<file path="src/rtl/multicycle_controller.sv">
// Multi-cycle RV32I control unit.
// Sequences fetch/decode/execute/memory/writeback over a shared memory port
// with a ready handshake, a per-state memory-wait timeout and a sticky fault.
module multicycle_controller #(
    parameter int MEM_TIMEOUT  = 15,  // 1..255 wait cycles before fault
    parameter bit ENABLE_SHIFT = 1'b1
) (
    input  logic        clk_i,
    input  logic        rst_ni,
    input  logic [31:0] inst_i,
    input  logic        mem_ready_i,
    input  logic        alu_zero_i,
    output logic        mem_req_o,
    output logic        mem_we_o,
    output logic        addr_sel_o,
    output logic        ir_wen_o,
    output logic        pc_wen_o,
    output logic        regfile_wen_o,
    output logic [2:0]  imm_ext_sel_o,
    output logic [1:0]  alu_src_a_sel_o,
    output logic [1:0]  alu_src_b_sel_o,
    output logic [3:0]  alu_fun_o,
    output logic [1:0]  result_sel_o,
    output logic        fault_o,
    output logic        illegal_o,
    output logic [3:0]  state_o
);

    typedef enum logic [3:0] {
        S_FETCH  = 4'd0,
        S_DECODE = 4'd1,
        S_MEMADR = 4'd2,
        S_MEMRD  = 4'd3,
        S_MEMWB  = 4'd4,
        S_MEMWR  = 4'd5,
        S_EXECR  = 4'd6,
        S_EXECI  = 4'd7,
        S_ALUWB  = 4'd8,
        S_BRANCH = 4'd9,
        S_FAULT  = 4'd15
    } state_t;

    localparam logic [3:0] ALU_ADD = 4'b0000;
    localparam logic [3:0] ALU_SUB = 4'b0001;
    localparam logic [3:0] ALU_AND = 4'b0010;
    localparam logic [3:0] ALU_XOR = 4'b0011;
    localparam logic [3:0] ALU_OR  = 4'b0100;
    localparam logic [3:0] ALU_SLT = 4'b0101;
    localparam logic [3:0] ALU_SLL = 4'b0110;
    localparam logic [3:0] ALU_SRL = 4'b0111;
    localparam logic [3:0] ALU_SRA = 4'b1000;

    localparam logic [6:0] OP_R      = 7'b0110011;
    localparam logic [6:0] OP_I      = 7'b0010011;
    localparam logic [6:0] OP_LOAD   = 7'b0000011;
    localparam logic [6:0] OP_STORE  = 7'b0100011;
    localparam logic [6:0] OP_BRANCH = 7'b1100011;

    localparam logic [7:0] WAIT_LAST = 8'(MEM_TIMEOUT - 1);

    state_t     state;
    state_t     state_nxt;
    logic [7:0] wait_cnt;
    logic       fault_q;
    logic       illegal_q;
    logic       illegal_nxt;

    logic [6:0] opcode;
    logic [2:0] funct3;
    logic       funct7_b5;
    logic [3:0] exec_fun;
    logic       exec_ok;
    logic       req;
    logic       timeout_hit;

    assign opcode    = inst_i[6:0];
    assign funct3    = inst_i[14:12];
    assign funct7_b5 = inst_i[30];

    // requesting states share one timeout counter; it restarts on every state change
    assign req         = (state == S_FETCH) || (state == S_MEMRD) || (state == S_MEMWR);
    assign timeout_hit = req && !mem_ready_i && (wait_cnt == WAIT_LAST);

    // ALU operation for R/I-type execute; sub is only reachable from R-type
    always_comb begin
        exec_fun = ALU_ADD;
        exec_ok  = 1'b1;
        case (funct3)
            3'b000: exec_fun = (opcode[5] && funct7_b5) ? ALU_SUB : ALU_ADD;
            3'b010: exec_fun = ALU_SLT;
            3'b100: exec_fun = ALU_XOR;
            3'b110: exec_fun = ALU_OR;
            3'b111: exec_fun = ALU_AND;
            3'b001: begin
                if (ENABLE_SHIFT) exec_fun = ALU_SLL;
                else              exec_ok  = 1'b0;
            end
            3'b101: begin
                if (ENABLE_SHIFT) exec_fun = funct7_b5 ? ALU_SRA : ALU_SRL;
                else              exec_ok  = 1'b0;
            end
            default: exec_ok = 1'b0;  // sltu not supported
        endcase
        if (!exec_ok) exec_fun = ALU_ADD;
    end

    // next-state selection; a timeout overrides whatever the wait state chose
    always_comb begin
        state_nxt   = state;
        illegal_nxt = 1'b0;
        case (state)
            S_FETCH:  if (mem_ready_i) state_nxt = S_DECODE;
            S_DECODE: begin
                if (inst_i == 32'd0) begin
                    state_nxt = S_FETCH;
                end else begin
                    case (opcode)
                        OP_R:              state_nxt = S_EXECR;
                        OP_I:              state_nxt = S_EXECI;
                        OP_LOAD, OP_STORE: state_nxt = S_MEMADR;
                        OP_BRANCH:         state_nxt = S_BRANCH;
                        default: begin
                            state_nxt   = S_FAULT;
                            illegal_nxt = 1'b1;
                        end
                    endcase
                end
            end
            S_MEMADR: state_nxt = opcode[5] ? S_MEMWR : S_MEMRD;
            S_MEMRD:  if (mem_ready_i) state_nxt = S_MEMWB;
            S_MEMWB:  state_nxt = S_FETCH;
            S_MEMWR:  if (mem_ready_i) state_nxt = S_FETCH;
            S_EXECR, S_EXECI: begin
                if (exec_ok) begin
                    state_nxt = S_ALUWB;
                end else begin
                    state_nxt   = S_FAULT;
                    illegal_nxt = 1'b1;
                end
            end
            S_ALUWB:  state_nxt = S_FETCH;
            S_BRANCH: begin
                if (funct3[2:1] == 2'b00) begin
                    state_nxt = S_FETCH;
                end else begin
                    state_nxt   = S_FAULT;
                    illegal_nxt = 1'b1;
                end
            end
            S_FAULT:  state_nxt = S_FAULT;
            default:  state_nxt = S_FAULT;  // unused encodings lock up safely
        endcase
        if (timeout_hit) begin
            state_nxt   = S_FAULT;
            illegal_nxt = 1'b0;
        end
    end

    // state, wait counter and sticky fault flags
    always_ff @(posedge clk_i or negedge rst_ni) begin
        if (!rst_ni) begin
            state     <= S_FETCH;
            wait_cnt  <= 8'd0;
            fault_q   <= 1'b0;
            illegal_q <= 1'b0;
        end else begin
            state <= state_nxt;
            if ((state_nxt != state) || mem_ready_i || !req) wait_cnt <= 8'd0;
            else                                              wait_cnt <= wait_cnt + 8'd1;
            if ((state_nxt == S_FAULT) && (state != S_FAULT)) begin
                fault_q   <= 1'b1;
                illegal_q <= illegal_nxt;
            end
        end
    end

    // datapath controls decoded from the current state; FETCH enables are
    // gated by reset so nothing is written while rst_ni is low
    always_comb begin
        mem_req_o       = 1'b0;
        mem_we_o        = 1'b0;
        addr_sel_o      = 1'b0;
        ir_wen_o        = 1'b0;
        pc_wen_o        = 1'b0;
        regfile_wen_o   = 1'b0;
        imm_ext_sel_o   = 3'b000;
        alu_src_a_sel_o = 2'b00;
        alu_src_b_sel_o = 2'b00;
        alu_fun_o       = ALU_ADD;
        result_sel_o    = 2'b00;
        case (state)
            S_FETCH: begin
                mem_req_o       = 1'b1;
                alu_src_a_sel_o = 2'b01;
                alu_src_b_sel_o = 2'b10;
                result_sel_o    = 2'b10;
                ir_wen_o        = mem_ready_i && rst_ni;
                pc_wen_o        = mem_ready_i && rst_ni;
            end
            S_DECODE: begin
                alu_src_a_sel_o = 2'b10;
                alu_src_b_sel_o = 2'b01;
                imm_ext_sel_o   = 3'b010;
            end
            S_MEMADR: begin
                alu_src_b_sel_o = 2'b01;
                imm_ext_sel_o   = opcode[5] ? 3'b001 : 3'b000;
            end
            S_MEMRD: begin
                mem_req_o  = 1'b1;
                addr_sel_o = 1'b1;
            end
            S_MEMWB: begin
                regfile_wen_o = 1'b1;
                result_sel_o  = 2'b01;
            end
            S_MEMWR: begin
                mem_req_o  = 1'b1;
                mem_we_o   = 1'b1;
                addr_sel_o = 1'b1;
            end
            S_EXECR: alu_fun_o = exec_fun;
            S_EXECI: begin
                alu_src_b_sel_o = 2'b01;
                alu_fun_o       = exec_fun;
            end
            S_ALUWB: regfile_wen_o = 1'b1;
            S_BRANCH: begin
                alu_fun_o = ALU_SUB;
                case (funct3)
                    3'b000:  pc_wen_o = alu_zero_i;
                    3'b001:  pc_wen_o = !alu_zero_i;
                    default: pc_wen_o = 1'b0;
                endcase
            end
            default: ;
        endcase
    end

    assign fault_o   = fault_q;
    assign illegal_o = illegal_q;
    assign state_o   = state;

endmodule

</file>
<file path="config.mk">
export PLATFORM = sky130hd
export DESIGN_NAME = multicycle_controller
export DESIGN_NICKNAME = d
export VERILOG_FILES = /design/src/rtl/multicycle_controller.sv
export SDC_FILE = /design/constraint.sdc
export NUM_CORES = 1
export LEC_CHECK = 0
export CORE_ASPECT_RATIO = 0.7
export CORE_MARGIN = 2
export CORE_UTILIZATION = 42
export DETAILED_ROUTE_END_ITERATION = 12
export GPL_TIMING_DRIVEN = 1
export PLACE_DENSITY = 0.88
export SYNTH_ARGS = -nofsm -noshare
export SYNTH_HDL_FRONTEND = slang
export SYNTH_SLANG_ARGS = --single-unit
</file>
<file path="constraint.sdc">
create_clock -name clk_i -period 4 [get_ports clk_i]
set_input_delay 1 -clock clk_i [delete_from_list [all_inputs] [get_ports clk_i]]
set_output_delay 1 -clock clk_i [all_outputs]
set_load 0.05 [all_outputs]
</file>
==> results of run 1 <==
## report_power, final
part | switching [W] | internal, W | leakage (nW)
Combinational | 0.0000228 | 0.0000360 | 0.483
Clock | 0.0000439 | 0.0000663 | 0.0216
Sequential | 0.000000219 | 0.000142 | 0.169
Total | 0.0000669 | 0.000245 | 0.674
## per-layer routing
layer  vias to the layer above  GRT usage
met2                        42     0.4178
met4                         0    0.03673
li1                        642          -
met1                       616     0.3371
met3                         4    0.05081
met5                         -          0
## cells by family after synthesis
family	after synthesis	share of synthesized area
simple gates	78	0.3876
compound gates	27	0.1531
buf+inv	15	0.06744
flops	14	0.2998
xor+xnor	9	0.06745
fa+ha+maj	2	0.02141
other cells	1	0.003209
## registers in the layout, summed over array words and instances (netlist names)
name	count
fault_o	1
illegal_o	1
state_o	4
wait_cnt	8
## stage by stage
stage               instances  setup WS [ps]
CTS                       232          377.2
floorplan                 146          106.3
global placement          229          436.5
global route              232          342.9
finish                    232          365.6
detailed placement        229          391.0
## area by class of cell
| class | instances | share of cell area |
|---|---|---|
| clock buffer | 3 | 0.02270 |
| inverter | 2 | 0.004127 |
| multi-input combinational | 117 | 0.4147 |
| sequential | 14 | 0.1926 |
| tap | 34 | 0.02338 |
| timing repair buffer | 62 | 0.3425 |
## worst register-to-register path, delay by kind of cell (launching register included)
family / cells / cell delay, ps
compound gates: 3 / 810
flops: 1 / 600
simple gates: 4 / 1030
## cell usage in the layout, fill, tap and decap left out, types with 3 or more instances in the layout
cell type	instances
sky130_fd_sc_hd__clkdlybuf4s50_1	53
sky130_fd_sc_hd__a21oi_1	8
sky130_fd_sc_hd__nand3_1	3
sky130_fd_sc_hd__dfrtp_1	14
sky130_fd_sc_hd__o21ai_1	3
sky130_fd_sc_hd__nor3_1	7
sky130_fd_sc_hd__nand2b_1	4
sky130_fd_sc_hd__nor2_1	17
sky130_fd_sc_hd__or4_1	3
sky130_fd_sc_hd__nor3b_1	3
sky130_fd_sc_hd__xor2_1	4
sky130_fd_sc_hd__nand2_1	6
sky130_fd_sc_hd__nor4_1	11
sky130_fd_sc_hd__clkbuf_8	3
sky130_fd_sc_hd__o21ai_0	5
sky130_fd_sc_hd__buf_4	7
sky130_fd_sc_hd__xnor2_1	5
sky130_fd_sc_hd__nand3b_1	4
sky130_fd_sc_hd__nand4_1	4
## worst max-delay path by stage
stage	cells after the start	to	slack, ps
6_report	3	imm_ext_sel_o[0]	370
5_1_grt	3	imm_ext_sel_o[0]	340
4_1_cts	3	imm_ext_sel_o[0]	380
3_5_place_dp	3	imm_ext_sel_o[0]	390
3_3_place_gp	3	imm_ext_sel_o[0]	440
2_1_floorplan	4	mem_req_o	110
==> impl_results.html, run 1 <==
<table>
<tr><th>Metric</th><th>Value</th></tr>
<tr><th colspan="2">Status</th></tr>
<tr><td>Run status</td><td>complete, no violations</td></tr>
<tr><th colspan="2">Route</th></tr>
<tr><td>Average routed wire per standard cell</td><td>15.59 um</td></tr>
<tr><td>Max Used Layer</td><td>met4</td></tr>
<tr><td>DRC violation total after the first TritonRoute iteration</td><td>128</td></tr>
<tr><td>DRT antenna net count</td><td>0</td></tr>
<tr><td>Met3 wire len</td><td>160 um</td></tr>
<tr><td>Detailed-route via count</td><td>1304</td></tr>
<tr><td>Routed metal-1 wire length</td><td>1616 um</td></tr>
<tr><td>Post-route DRC violation count</td><td>0</td></tr>
<tr><td>Detail Route met2 WL</td><td>1822 um</td></tr>
<tr><td>Vias per inst</td><td>5.621</td></tr>
<tr><td>Drt first pass iters</td><td>4</td></tr>
<tr><td>Total detailed-routing wirelength</td><td>3618 um</td></tr>
<tr><th colspan="2">Pwr</th></tr>
<tr><td>Power Density</td><td>171.2 nW/um^2</td></tr>
<tr><td>Worst vdd ir</td><td>0.0002288 V</td></tr>
<tr><td>Leakage power summed over all cells</td><td>0.6737 nW</td></tr>
<tr><td>Overall power consumption</td><td>0.0003114 W</td></tr>
<tr><th colspan="2">Place</th></tr>
<tr><td>Quantity of I/O buffers inserted on ports</td><td>59</td></tr>
<tr><td>Placed wire-length estimate</td><td>2804 um</td></tr>
<tr><td>GP Congestion</td><td>0.8303</td></tr>
<tr><td>Area of placed instances</td><td>1778 sq um</td></tr>
<tr><th colspan="2">Critical path</th></tr>
<tr><td>Endpoint kind of the worst setup timing path</td><td>output pin</td></tr>
<tr><td>Type of element launching the critical path</td><td>primary input</td></tr>
<tr><td>Worst setup path class</td><td>primary input to output pin</td></tr>
<tr><td>Buf/Inv on CP</td><td>2</td></tr>
<tr><td>Cell type with the highest occurrence count on the critical path</td><td>sky130_fd_sc_hd__clkdlybuf4s50_1</td></tr>
<tr><td>Reg2Reg Capture Point</td><td>illegal_o</td></tr>
<tr><td>WP data arrival</td><td>2630 ps</td></tr>
<tr><td>Number of cell instances on the worst register-to-register path</td><td>7</td></tr>
<tr><td>Launching element of the worst setup path</td><td>inst_i[5]</td></tr>
<tr><td>Worst-path fanout max</td><td>7</td></tr>
<tr><td>Largest incremental delay on the critical path</td><td>820 ps</td></tr>
<tr><td>Slack of the worst reg-to-reg path</td><td>1440 ps</td></tr>
<tr><td>Origin of the critical flop-to-flop path</td><td>state_o[1]</td></tr>
<tr><td>Req. time, crit path</td><td>3000 ps</td></tr>
<tr><td>Family with the most delay on the worst path</td><td>buffers and inverters</td></tr>
<tr><td>Cell with the largest stage delay on the worst path</td><td>sky130_fd_sc_hd__clkdlybuf4s50_1</td></tr>
<tr><td>Crit-path cells</td><td>clkdlybuf4s50_1 &gt; and3_1 &gt; clkdlybuf4s50_1</td></tr>
<tr><th colspan="2">CTS</th></tr>
<tr><td>CTS tree</td><td>yes</td></tr>
<tr><td>Clock sink count</td><td>14</td></tr>
<tr><td>Number of gates resized after CTS</td><td>0</td></tr>
<tr><td>Number of buffers on the longest clock path</td><td>2</td></tr>
<tr><td>Number of levels the H-tree was split into</td><td>1</td></tr>
<tr><td>Clock root buffer master</td><td>sky130_fd_sc_hd__clkbuf_8</td></tr>
<tr><td>Number of setup buffers added after CTS</td><td>0</td></tr>
<tr><td>Clock Pin Slew Worst Setup and Hold Paths</td><td>50 ps</td></tr>
<tr><td>Number of CTS-inserted buffers</td><td>3</td></tr>
<tr><td>Hold_buf cts</td><td>0</td></tr>
<tr><td>Worst-skew pair later-pin latency</td><td>240 ps</td></tr>
<tr><th colspan="2">Synthesis</th></tr>
<tr><td>Cell variety after synth</td><td>46</td></tr>
<tr><td>Flops &amp; latches, synth</td><td>14</td></tr>
<tr><td>Library cell with the highest instance count after synthesis</td><td>sky130_fd_sc_hd__nor2_1</td></tr>
<tr><td>Mean area per synthesized cell</td><td>8.004 sq um</td></tr>
<tr><td>Instance count of the mapped netlist</td><td>146</td></tr>
<tr><td>Largest area contributor in the synthesized netlist</td><td>sky130_fd_sc_hd__dfrtp_1</td></tr>
<tr><td>Share of synthesized area occupied by flip-flops and latches</td><td>0.2998</td></tr>
<tr><td>Area fraction of the dominant cell type after synthesis</td><td>0.2998</td></tr>
<tr><td>List of most frequent post-synthesis cells</td><td>17 x sky130_fd_sc_hd__nor2_1, 14 x sky130_fd_sc_hd__dfrtp_1, 12 x sky130_fd_sc_hd__nor4_1</td></tr>
<tr><td>Synth Net Count</td><td>184</td></tr>
<tr><td>Share of flip-flops with an asynchronous set or reset after synthesis</td><td>1.000</td></tr>
<tr><td>Post-synth EDFFs</td><td>0</td></tr>
<tr><td>Synth top area cells</td><td>sky130_fd_sc_hd__dfrtp_1 30%, sky130_fd_sc_hd__nor4_1 6.4%, sky130_fd_sc_hd__nor2_1 5.5%, sky130_fd_sc_hd__xnor2_1 3.7%, sky130_fd_sc_hd__a21oi_1 3.4%</td></tr>
<tr><td>Total standard cell area after synthesis</td><td>1169 sq um</td></tr>
<tr><td>Yosys warns</td><td>0</td></tr>
<tr><td>Top flip-flop cell by instance count after synthesis</td><td>sky130_fd_sc_hd__dfrtp_1</td></tr>
<tr><th colspan="2">Timing</th></tr>
<tr><td>Worst Skew</td><td>3.616 ps</td></tr>
<tr><td>Number of endpoints with negative hold slack in the final report</td><td>0</td></tr>
<tr><td>Min Clock Period, post-route</td><td>3634 ps</td></tr>
<tr><td>Pins Over Slew Limit</td><td>0</td></tr>
<tr><td>Maximum frequency from static timing analysis</td><td>275.1 MHz</td></tr>
<tr><td>Actual slew at the worst max-slew pin</td><td>648.2 ps</td></tr>
<tr><td>Count of final setup violators</td><td>0</td></tr>
<tr><td>RSZ-0062 raised after global routing</td><td>false</td></tr>
<tr><td>Worst hold-check slack</td><td>470.0 ps</td></tr>
<tr><td>Post-route clock period utilization</td><td>0.9086</td></tr>
<tr><td>Total Neg Setup Slack</td><td>0 ps</td></tr>
<tr><td>Max-slew headroom at the worst pin</td><td>0.5679</td></tr>
<tr><th colspan="2">Floorplan</th></tr>
<tr><td>Starting density of the core</td><td>0.4578</td></tr>
<tr><td>Count of standard-cell rows</td><td>15</td></tr>
<tr><td>Die Span Y</td><td>48.13 um</td></tr>
<tr><td>Core area</td><td>2552 sq um</td></tr>
<tr><td>Die area</td><td>3227 sq um</td></tr>
<tr><td>Horizontal extent of the die</td><td>67.05 um</td></tr>
<tr><td>IO Count</td><td>61</td></tr>
<tr><th colspan="2">Layout</th></tr>
<tr><td>Sequential Area</td><td>350.3 sq um</td></tr>
<tr><td>Area taken by multi-input logic gates</td><td>754.5 sq um</td></tr>
<tr><td>Antenna diode count</td><td>0</td></tr>
<tr><td>Signed area change from the synthesized netlist to the final layout</td><td>55.67%</td></tr>
<tr><td>Total of fill cells in the finished design</td><td>202</td></tr>
<tr><td>Final net count</td><td>238</td></tr>
<tr><td>Final non-filler cell area</td><td>1819 sq um</td></tr>
<tr><td>Share of final-layout standard cells stronger than drive strength 1</td><td>0.1010</td></tr>
<tr><td>Utilization after layout</td><td>0.7127</td></tr>
<tr><th colspan="2">Global route</th></tr>
<tr><td>All-Layer GR Usage</td><td>0.2456</td></tr>
<tr><td>Global-route congestion overflow total</td><td>0</td></tr>
<tr><td>Initial antenna violation count</td><td>0</td></tr>
<tr><td>Global-route wire length before repair</td><td>5906 um</td></tr>
<tr><td>Vias in the first global route</td><td>1211</td></tr>
<tr><td>Pin count of the biggest net entering global routing</td><td>20</td></tr>
<tr><th colspan="2">Run</th></tr>
<tr><td>Total of max-cap violations</td><td>0</td></tr>
<tr><th colspan="2">Hold path</th></tr>
<tr><td>Hold path endpoint</td><td>fault_o</td></tr>
<tr><td>Hold crit path type</td><td>register to register</td></tr>
<tr><td>Hold-critical path depth</td><td>1</td></tr>
<tr><td>Min-Delay Startpoint</td><td>fault_o</td></tr>
</table>
(Power assumes the default switching activity.)
==> run 2, diff against run 1 <==
--- a/config.mk
+++ b/config.mk
@@ -7,10 +7,10 @@
 export LEC_CHECK = 0
 export CORE_ASPECT_RATIO = 0.7
 export CORE_MARGIN = 2
-export CORE_UTILIZATION = 42
+export CORE_UTILIZATION = 24
 export DETAILED_ROUTE_END_ITERATION = 12
 export GPL_TIMING_DRIVEN = 1
-export PLACE_DENSITY = 0.88
+export PLACE_DENSITY = 0.56
 export SYNTH_ARGS = -nofsm -noshare
 export SYNTH_HDL_FRONTEND = slang
 export SYNTH_SLANG_ARGS = --single-unit
==> run 2 against run 1 <==
- register-to-register slack improved by 20 ps
- power increased by 8.3%
- cell count increased by 11%
- setup slack improved by 36 ps
- critical endpoint unchanged
- routed wire length decreased by 1.7%
- non-clock buffer count increased by 2
- die area increased by 69%
- clock power increased by 25%
- hold slack improved by 12 ps
==> impl_results.html, run 2 (synthesis results as in run 1) <==
<table>
<tr><th>Metric</th><th>Value</th></tr>
<tr><th colspan="2">CTS</th></tr>
<tr><td>Number of gates resized after CTS</td><td>0 (unchanged)</td></tr>
<tr><td>Worst-skew pair later-pin latency</td><td>250 ps (about the same)</td></tr>
<tr><td>Number of CTS-inserted buffers</td><td>3 (unchanged)</td></tr>
<tr><td>Hold_buf cts</td><td>0 (unchanged)</td></tr>
<tr><td>CTS tree</td><td>yes</td></tr>
<tr><td>Number of setup buffers added after CTS</td><td>0 (unchanged)</td></tr>
<tr><td>Clock root buffer master</td><td>sky130_fd_sc_hd__clkbuf_8</td></tr>
<tr><td>Number of buffers on the longest clock path</td><td>2 (unchanged)</td></tr>
<tr><td>Number of levels the H-tree was split into</td><td>1 (unchanged)</td></tr>
<tr><td>Clock Pin Slew Worst Setup and Hold Paths</td><td>50 ps (about the same)</td></tr>
<tr><td>Clock sink count</td><td>14 (unchanged)</td></tr>
<tr><th colspan="2">Timing</th></tr>
<tr><td>Maximum frequency from static timing analysis</td><td>277.9 MHz (+1.0%)</td></tr>
<tr><td>Count of final setup violators</td><td>0 (unchanged)</td></tr>
<tr><td>Pins Over Slew Limit</td><td>0 (unchanged)</td></tr>
<tr><td>Actual slew at the worst max-slew pin</td><td>610.7 ps (-37.57 ps)</td></tr>
<tr><td>Number of endpoints with negative hold slack in the final report</td><td>0 (unchanged)</td></tr>
<tr><td>Worst Skew</td><td>2.512 ps (-1.104 ps)</td></tr>
<tr><td>Max-slew headroom at the worst pin</td><td>0.5904 (+0.02259)</td></tr>
<tr><td>RSZ-0062 raised after global routing</td><td>false</td></tr>
<tr><td>Post-route clock period utilization</td><td>0.8995 (-0.009053)</td></tr>
<tr><td>Total Neg Setup Slack</td><td>0 ps (unchanged)</td></tr>
<tr><td>Min Clock Period, post-route</td><td>3598 ps (-36.21 ps)</td></tr>
<tr><th colspan="2">Layout</th></tr>
<tr><td>Share of final-layout standard cells stronger than drive strength 1</td><td>0.1144 (+0.01342)</td></tr>
<tr><td>Signed area change from the synthesized netlist to the final layout</td><td>61.67%</td></tr>
<tr><td>Antenna diode count</td><td>0 (unchanged)</td></tr>
<tr><td>Cell Count, Final, Fillers Out</td><td>258 (+11%)</td></tr>
<tr><td>Largest register FFs</td><td>8 (unchanged)</td></tr>
<tr><td>Total of fill cells in the finished design</td><td>500 (+150%)</td></tr>
<tr><td>Largest register by flop count</td><td>wait_cnt</td></tr>
<tr><td>Most common library cell in the layout ignoring fill and taps</td><td>sky130_fd_sc_hd__clkdlybuf4s50_1</td></tr>
<tr><td>Most frequent cells in the layout</td><td>53 x sky130_fd_sc_hd__clkdlybuf4s50_1, 17 x sky130_fd_sc_hd__nor2_1, 14 x sky130_fd_sc_hd__dfrtp_1</td></tr>
<tr><td>Final net count</td><td>240 (+0.84%)</td></tr>
<tr><th colspan="2">Pwr</th></tr>
<tr><td>Worst vdd ir</td><td>0.00009753 V (-57%)</td></tr>
<tr><td>Leakage power summed over all cells</td><td>0.6919 nW (+2.7%)</td></tr>
<tr><td>Power Density</td><td>178.6 nW/um^2 (+4.3%)</td></tr>
<tr><th colspan="2">Critical path</th></tr>
<tr><td>Number of cell instances on the worst register-to-register path</td><td>8 (+1)</td></tr>
<tr><td>Slack of the worst reg-to-reg path</td><td>1460 ps (+20 ps)</td></tr>
<tr><td>Cell with the largest stage delay on the worst path</td><td>sky130_fd_sc_hd__clkdlybuf4s50_1</td></tr>
<tr><td>WP data arrival</td><td>2600 ps (-30 ps)</td></tr>
<tr><td>Family with the most delay on the worst path</td><td>buffers and inverters</td></tr>
<tr><td>Worst setup path class</td><td>primary input to output pin</td></tr>
<tr><td>Origin of the critical flop-to-flop path</td><td>state_o[1]</td></tr>
<tr><td>Req. time, crit path</td><td>3000 ps (about the same)</td></tr>
<tr><td>Cell type with the highest occurrence count on the critical path</td><td>sky130_fd_sc_hd__clkdlybuf4s50_1</td></tr>
<tr><td>Worst-path fanout max</td><td>7 (unchanged)</td></tr>
<tr><td>Crit-path cells</td><td>clkdlybuf4s50_1 &gt; and3_1 &gt; clkdlybuf4s50_1</td></tr>
<tr><td>Largest incremental delay on the critical path</td><td>790 ps (-30 ps)</td></tr>
<tr><td>Endpoint kind of the worst setup timing path</td><td>output pin</td></tr>
<tr><td>Type of element launching the critical path</td><td>primary input</td></tr>
<tr><td>Buf/Inv on CP</td><td>2 (unchanged)</td></tr>
<tr><td>Reg2Reg Capture Point</td><td>illegal_o</td></tr>
<tr><th colspan="2">Route</th></tr>
<tr><td>DRC violation total after the first TritonRoute iteration</td><td>154 (+20%)</td></tr>
<tr><td>Drt first pass iters</td><td>4 (unchanged)</td></tr>
<tr><td>Detailed-route via count</td><td>1263 (-3.1%)</td></tr>
<tr><td>Post-route DRC violation count</td><td>0 (unchanged)</td></tr>
<tr><td>Total detailed-routing wirelength</td><td>3555 um (-1.7%)</td></tr>
<tr><td>Vias per inst</td><td>4.895 (-13%)</td></tr>
<tr><td>DRT antenna net count</td><td>0 (unchanged)</td></tr>
<tr><td>Average routed wire per standard cell</td><td>13.78 um (-12%)</td></tr>
<tr><th colspan="2">Global route</th></tr>
<tr><td>Global-route wire length before repair</td><td>5809 um (-1.6%)</td></tr>
<tr><td>Global-route congestion overflow total</td><td>0 (unchanged)</td></tr>
<tr><td>Vias in the first global route</td><td>1120 (-7.5%)</td></tr>
<tr><td>All-Layer GR Usage</td><td>0.1339 (-0.1117)</td></tr>
<tr><td>Initial antenna violation count</td><td>0 (unchanged)</td></tr>
<tr><td>Pin count of the biggest net entering global routing</td><td>18 (-10%)</td></tr>
<tr><th colspan="2">Floorplan</th></tr>
<tr><td>Die area</td><td>5452 sq um (+69%)</td></tr>
<tr><td>IO Count</td><td>61 (unchanged)</td></tr>
<tr><td>Core area</td><td>4730 sq um (+85%)</td></tr>
<tr><td>Count of standard-cell rows</td><td>21 (+6)</td></tr>
<tr><td>Die Span Y</td><td>62.38 um (+30%)</td></tr>
<tr><td>Horizontal extent of the die</td><td>87.41 um (+30%)</td></tr>
<tr><td>Starting density of the core</td><td>0.2471 (-0.2108)</td></tr>
<tr><th colspan="2">Hold path</th></tr>
<tr><td>Hold path endpoint</td><td>fault_o</td></tr>
<tr><td>Hold crit path type</td><td>register to register</td></tr>
<tr><td>Min-Delay Startpoint</td><td>fault_o</td></tr>
<tr><td>Hold-critical path depth</td><td>1 (unchanged)</td></tr>
<tr><th colspan="2">Place</th></tr>
<tr><td>Inst Count DP</td><td>254 (+11%)</td></tr>
<tr><td>Placed wire-length estimate</td><td>2831 um (+0.95%)</td></tr>
<tr><td>GP Congestion</td><td>0.7802 (-6.0%)</td></tr>
<tr><td>Quantity of I/O buffers inserted on ports</td><td>59 (unchanged)</td></tr>
<tr><th colspan="2">Run</th></tr>
<tr><td>Total of max-cap violations</td><td>0 (unchanged)</td></tr>
<tr><th colspan="2">Status</th></tr>
<tr><td>Run status</td><td>complete, no violations</td></tr>
</table>
-- run 2: changes by cell type in the layout (fill, tap and decap cells not counted), sizes merged --
cell / delta
buf: +2
clkbuf: +1
-- run 2: area by class of cell --
type	instances	area, sq um	share of cell area
multi-input cells	117	754.5	0.3993
inverters	2	7.507	0.003974
flip-flops and latches	14	350.3	0.1854
well taps	57	71.32	0.03775
clock buffers	4	55.05	0.02914
repair buffers	64	650.6	0.3444
-- run 2: how the worst max path moves through the flow --
stage                       end  startpoint  cells past startpoint  slack, ps
3_3_place_gp   imm_ext_sel_o[0]   inst_i[5]                      3        420
2_1_floorplan         mem_req_o  state_o[0]                      4        110
6_report       imm_ext_sel_o[0]   inst_i[5]                      3        400
3_5_place_dp   imm_ext_sel_o[0]   inst_i[5]                      3        400
4_1_cts        imm_ext_sel_o[0]   inst_i[5]                      3        400
5_1_grt        imm_ext_sel_o[0]   inst_i[5]                      3        350
-- run 2: power breakdown --
part / internal, W / leakage [nW] / total, W / switching (W)
clock: 0.0000872 / 0.0288 / 0.000137 / 0.0000496
sequential: 0.000142 / 0.169 / 0.000142 / 0.000000266
combinational: 0.0000360 / 0.494 / 0.0000582 / 0.0000222
total: 0.000265 / 0.692 / 0.000337 / 0.0000721
-- run 2: routing by layer --
layer | vias to the layer above | wire [um] | global-route usage
met5 | - | 0 | 0
met4 | 0 | 15 | 0.02885
met3 | 3 | 212 | 0.02906
met2 | 43 | 1442 | 0.1733
met1 | 572 | 1885 | 0.2207
li1 | 645 | - | -
-- run 2: stage by stage --
stage / hold slack (ps) / total power (W) / area, sq um / worst slack (ps) / util
global placement: 479.4 / 0.0002028 / 1834 / 416.1 / 0.3878
CTS: 488.2 / 0.0003433 / 1889 / 396.1 / 0.3995
floorplan: 467.6 / 0.0001604 / 1184 / 106.3 / -
detailed placement: 464.8 / 0.0002033 / 1834 / 398.2 / 0.3878
global route: 519.9 / 0.0003553 / 1889 / 349.5 / 0.3995
finish: 481.8 / 0.0003373 / 1889 / 401.8 / 0.3995
==> run 3, diff against run 2 <==
--- a/config.mk
+++ b/config.mk
@@ -10,7 +10,7 @@
 export CORE_UTILIZATION = 24
 export DETAILED_ROUTE_END_ITERATION = 12
 export GPL_TIMING_DRIVEN = 1
-export PLACE_DENSITY = 0.56
+export PLACE_DENSITY = 0.55
 export SYNTH_ARGS = -nofsm -noshare
 export SYNTH_HDL_FRONTEND = slang
 export SYNTH_SLANG_ARGS = --single-unit
==> run 3 against run 2 <==
- power down 0.48%
- clock power about the same
- largest power group unchanged
- flip-flop and latch count unchanged
==> impl_results.html, run 3 (synthesis results as in run 1) <==
<table>
<tr><th>Metric</th><th>Value</th></tr>
<tr><th colspan="2">Status</th></tr>
<tr><td>Run status</td><td>complete, no violations</td></tr>
<tr><th colspan="2">Layout</th></tr>
<tr><td>Signed area change from the synthesized netlist to the final layout</td><td>62.31%</td></tr>
<tr><td>Most frequent cells in the layout</td><td>53 x sky130_fd_sc_hd__clkdlybuf4s50_1, 17 x sky130_fd_sc_hd__nor2_1, 14 x sky130_fd_sc_hd__dfrtp_1</td></tr>
<tr><td>Utilization after layout</td><td>0.4011 (+0.001587)</td></tr>
<tr><td>Area taken by multi-input logic gates</td><td>754.5 sq um (unchanged)</td></tr>
<tr><td>Share of final-layout standard cells stronger than drive strength 1</td><td>0.1188 (+0.004384)</td></tr>
<tr><td>Sequential Area</td><td>350.3 sq um (unchanged)</td></tr>
<tr><td>Largest register by flop count</td><td>wait_cnt</td></tr>
<tr><td>Antenna diode count</td><td>0 (unchanged)</td></tr>
<tr><td>Cell Count, Final, Fillers Out</td><td>259 (+0.39%)</td></tr>
<tr><td>Total of fill cells in the finished design</td><td>488 (-2.4%)</td></tr>
<tr><td>Largest register FFs</td><td>8 (unchanged)</td></tr>
<tr><td>Most common library cell in the layout ignoring fill and taps</td><td>sky130_fd_sc_hd__clkdlybuf4s50_1</td></tr>
<tr><td>Final net count</td><td>241 (+0.42%)</td></tr>
<tr><th colspan="2">Global route</th></tr>
<tr><td>Initial antenna violation count</td><td>0 (unchanged)</td></tr>
<tr><td>Vias in the first global route</td><td>1188 (+6.1%)</td></tr>
<tr><td>Global-route congestion overflow total</td><td>0 (unchanged)</td></tr>
<tr><td>Pin count of the biggest net entering global routing</td><td>19 (+1)</td></tr>
<tr><td>All-Layer GR Usage</td><td>0.1353 (+0.001332)</td></tr>
<tr><td>Global-route wire length before repair</td><td>6009 um (+3.4%)</td></tr>
<tr><th colspan="2">Floorplan</th></tr>
<tr><td>Core area</td><td>4730 sq um (unchanged)</td></tr>
<tr><td>Starting density of the core</td><td>0.2471 (unchanged)</td></tr>
<tr><td>Die area</td><td>5452 sq um (unchanged)</td></tr>
<tr><td>Horizontal extent of the die</td><td>87.41 um (unchanged)</td></tr>
<tr><td>Die Span Y</td><td>62.38 um (unchanged)</td></tr>
<tr><td>Count of standard-cell rows</td><td>21 (unchanged)</td></tr>
<tr><td>IO Count</td><td>61 (unchanged)</td></tr>
<tr><th colspan="2">CTS</th></tr>
<tr><td>Clock root buffer master</td><td>sky130_fd_sc_hd__clkbuf_8</td></tr>
<tr><td>Hold_buf cts</td><td>0 (unchanged)</td></tr>
<tr><td>Number of CTS-inserted buffers</td><td>3 (unchanged)</td></tr>
<tr><td>Number of levels the H-tree was split into</td><td>1 (unchanged)</td></tr>
<tr><td>Clock sink count</td><td>14 (unchanged)</td></tr>
<tr><td>Number of setup buffers added after CTS</td><td>0 (unchanged)</td></tr>
<tr><td>Number of buffers on the longest clock path</td><td>2 (unchanged)</td></tr>
<tr><td>CTS tree</td><td>yes</td></tr>
<tr><td>Number of gates resized after CTS</td><td>0 (unchanged)</td></tr>
<tr><td>Clock Pin Slew Worst Setup and Hold Paths</td><td>50 ps (about the same)</td></tr>
<tr><td>Worst-skew pair later-pin latency</td><td>240 ps (about the same)</td></tr>
<tr><th colspan="2">Timing</th></tr>
<tr><td>Count of final setup violators</td><td>0 (unchanged)</td></tr>
<tr><td>RSZ-0062 raised after global routing</td><td>false</td></tr>
<tr><td>Min Clock Period, post-route</td><td>3473 ps (-125.4 ps)</td></tr>
<tr><td>Worst-case setup margin in the final layout</td><td>527.2 ps (+125.4 ps)</td></tr>
<tr><td>Max-slew headroom at the worst pin</td><td>0.6259 (+0.03541)</td></tr>
<tr><td>Total Neg Setup Slack</td><td>0 ps (unchanged)</td></tr>
<tr><td>Pins Over Slew Limit</td><td>0 (unchanged)</td></tr>
<tr><td>Post-route clock period utilization</td><td>0.8682 (-0.03135)</td></tr>
<tr><td>Worst Skew</td><td>7.695 ps (+5.184 ps)</td></tr>
<tr><td>Number of endpoints with negative hold slack in the final report</td><td>0 (unchanged)</td></tr>
<tr><td>Maximum frequency from static timing analysis</td><td>288.0 MHz (+3.6%)</td></tr>
<tr><td>Actual slew at the worst max-slew pin</td><td>557.8 ps (-52.80 ps)</td></tr>
<tr><th colspan="2">Critical path</th></tr>
<tr><td>Worst setup path class</td><td>primary input to output pin</td></tr>
<tr><td>Endpoint kind of the worst setup timing path</td><td>output pin</td></tr>
<tr><td>Req. time, crit path</td><td>3000 ps (about the same)</td></tr>
<tr><td>WP data arrival</td><td>2470 ps (-130 ps)</td></tr>
<tr><td>Type of element launching the critical path</td><td>primary input</td></tr>
<tr><td>Worst-path fanout max</td><td>10 (+3)</td></tr>
<tr><th colspan="2">Route</th></tr>
<tr><td>Average routed wire per standard cell</td><td>13.52 um (-1.9%)</td></tr>
<tr><td>Post-route DRC violation count</td><td>0 (unchanged)</td></tr>
<tr><td>DRC violation total after the first TritonRoute iteration</td><td>106 (-31%)</td></tr>
<tr><td>Total detailed-routing wirelength</td><td>3501 um (-1.5%)</td></tr>
<tr><td>Drt first pass iters</td><td>4 (unchanged)</td></tr>
<tr><td>DRT antenna net count</td><td>0 (unchanged)</td></tr>
<tr><td>Vias per inst</td><td>4.884 (-0.23%)</td></tr>
<tr><td>Detailed-route via count</td><td>1265 (+0.16%)</td></tr>
<tr><th colspan="2">Place</th></tr>
<tr><td>Setup Slack @ Placement</td><td>531.8 ps (+133.6 ps)</td></tr>
<tr><td>Placed wire-length estimate</td><td>2816 um (-0.53%)</td></tr>
<tr><td>GP Congestion</td><td>0.7890 (+1.1%)</td></tr>
<tr><td>Inst Count DP</td><td>255 (+0.39%)</td></tr>
<tr><td>Quantity of I/O buffers inserted on ports</td><td>59 (unchanged)</td></tr>
<tr><th colspan="2">Pwr</th></tr>
<tr><td>Worst vdd ir</td><td>0.0001540 V (+58%)</td></tr>
<tr><td>Overall power consumption</td><td>0.0003357 W (-0.48%)</td></tr>
<tr><td>Leakage power summed over all cells</td><td>0.6967 nW (+0.69%)</td></tr>
<tr><td>Power Density</td><td>177.0 nW/um^2 (-0.88%)</td></tr>
<tr><th colspan="2">Hold path</th></tr>
<tr><td>Hold crit path type</td><td>register to register</td></tr>
<tr><th colspan="2">Run</th></tr>
<tr><td>Total of max-cap violations</td><td>0 (unchanged)</td></tr>
</table>
[run 3: cell count changes in the layout (fill, tap and decap cells not counted), sizes merged]
cell,before,now
buf,11,12
[run 3: worst max-delay path, stage by stage]
cell and delay (ps):
sky130_fd_sc_hd__clkdlybuf4s50_1 640, sky130_fd_sc_hd__nand4b_1 170, sky130_fd_sc_hd__o21ai_0 100, sky130_fd_sc_hd__a211oi_1 370, sky130_fd_sc_hd__buf_12 190
[run 3: metrics by stage]
stage	hold slack, ps	instance area, sq um
finish	476.0	1897
global route	512.7	1897
CTS	489.8	1897
floorplan	467.6	1184
detailed placement	464.1	1842
global placement	479.6	1842
[run 3: per-layer routing]
metal | global-route usage | vias up | wire length, um
met5 | 0 | - | 0
met4 | 0.02308 | 0 | 20
met3 | 0.02510 | 2 | 183
met2 | 0.1809 | 33 | 1401
met1 | 0.2230 | 586 | 1895
li1 | - | 644 | -
[run 3: final timing paths]
path	start	endpoint	slack [ps]	depth (start not counted)
worst max register to register	state_o[2]	illegal_o	1480	8
worst min register to register	fault_o	fault_o	480	1
max in group asynchronous	rst_ni	wait_cnt[2]	2720	2
min in group asynchronous	rst_ni	wait_cnt[5]	1100	2
worst min-delay path	fault_o	fault_o	480	1
worst max-delay path	inst_i[13]	alu_fun_o[1]	530	5
[run 3: power by group]
part	leakage (nW)	switching, W	internal [W]	total, W
logic	0.499	0.0000221	0.0000366	0.0000587
registers	0.169	0.000000271	0.000142	0.000142
clock network	0.0288	0.0000476	0.0000870	0.000135
[run 3: area by class of cell]
class | count | area share
clock buffers | 4 | 0.02902
inverters | 2 | 0.003958
multi-input cells | 117 | 0.3978
flip-flops and latches | 14 | 0.1847
well taps | 57 | 0.03760
repair buffers | 65 | 0.3470
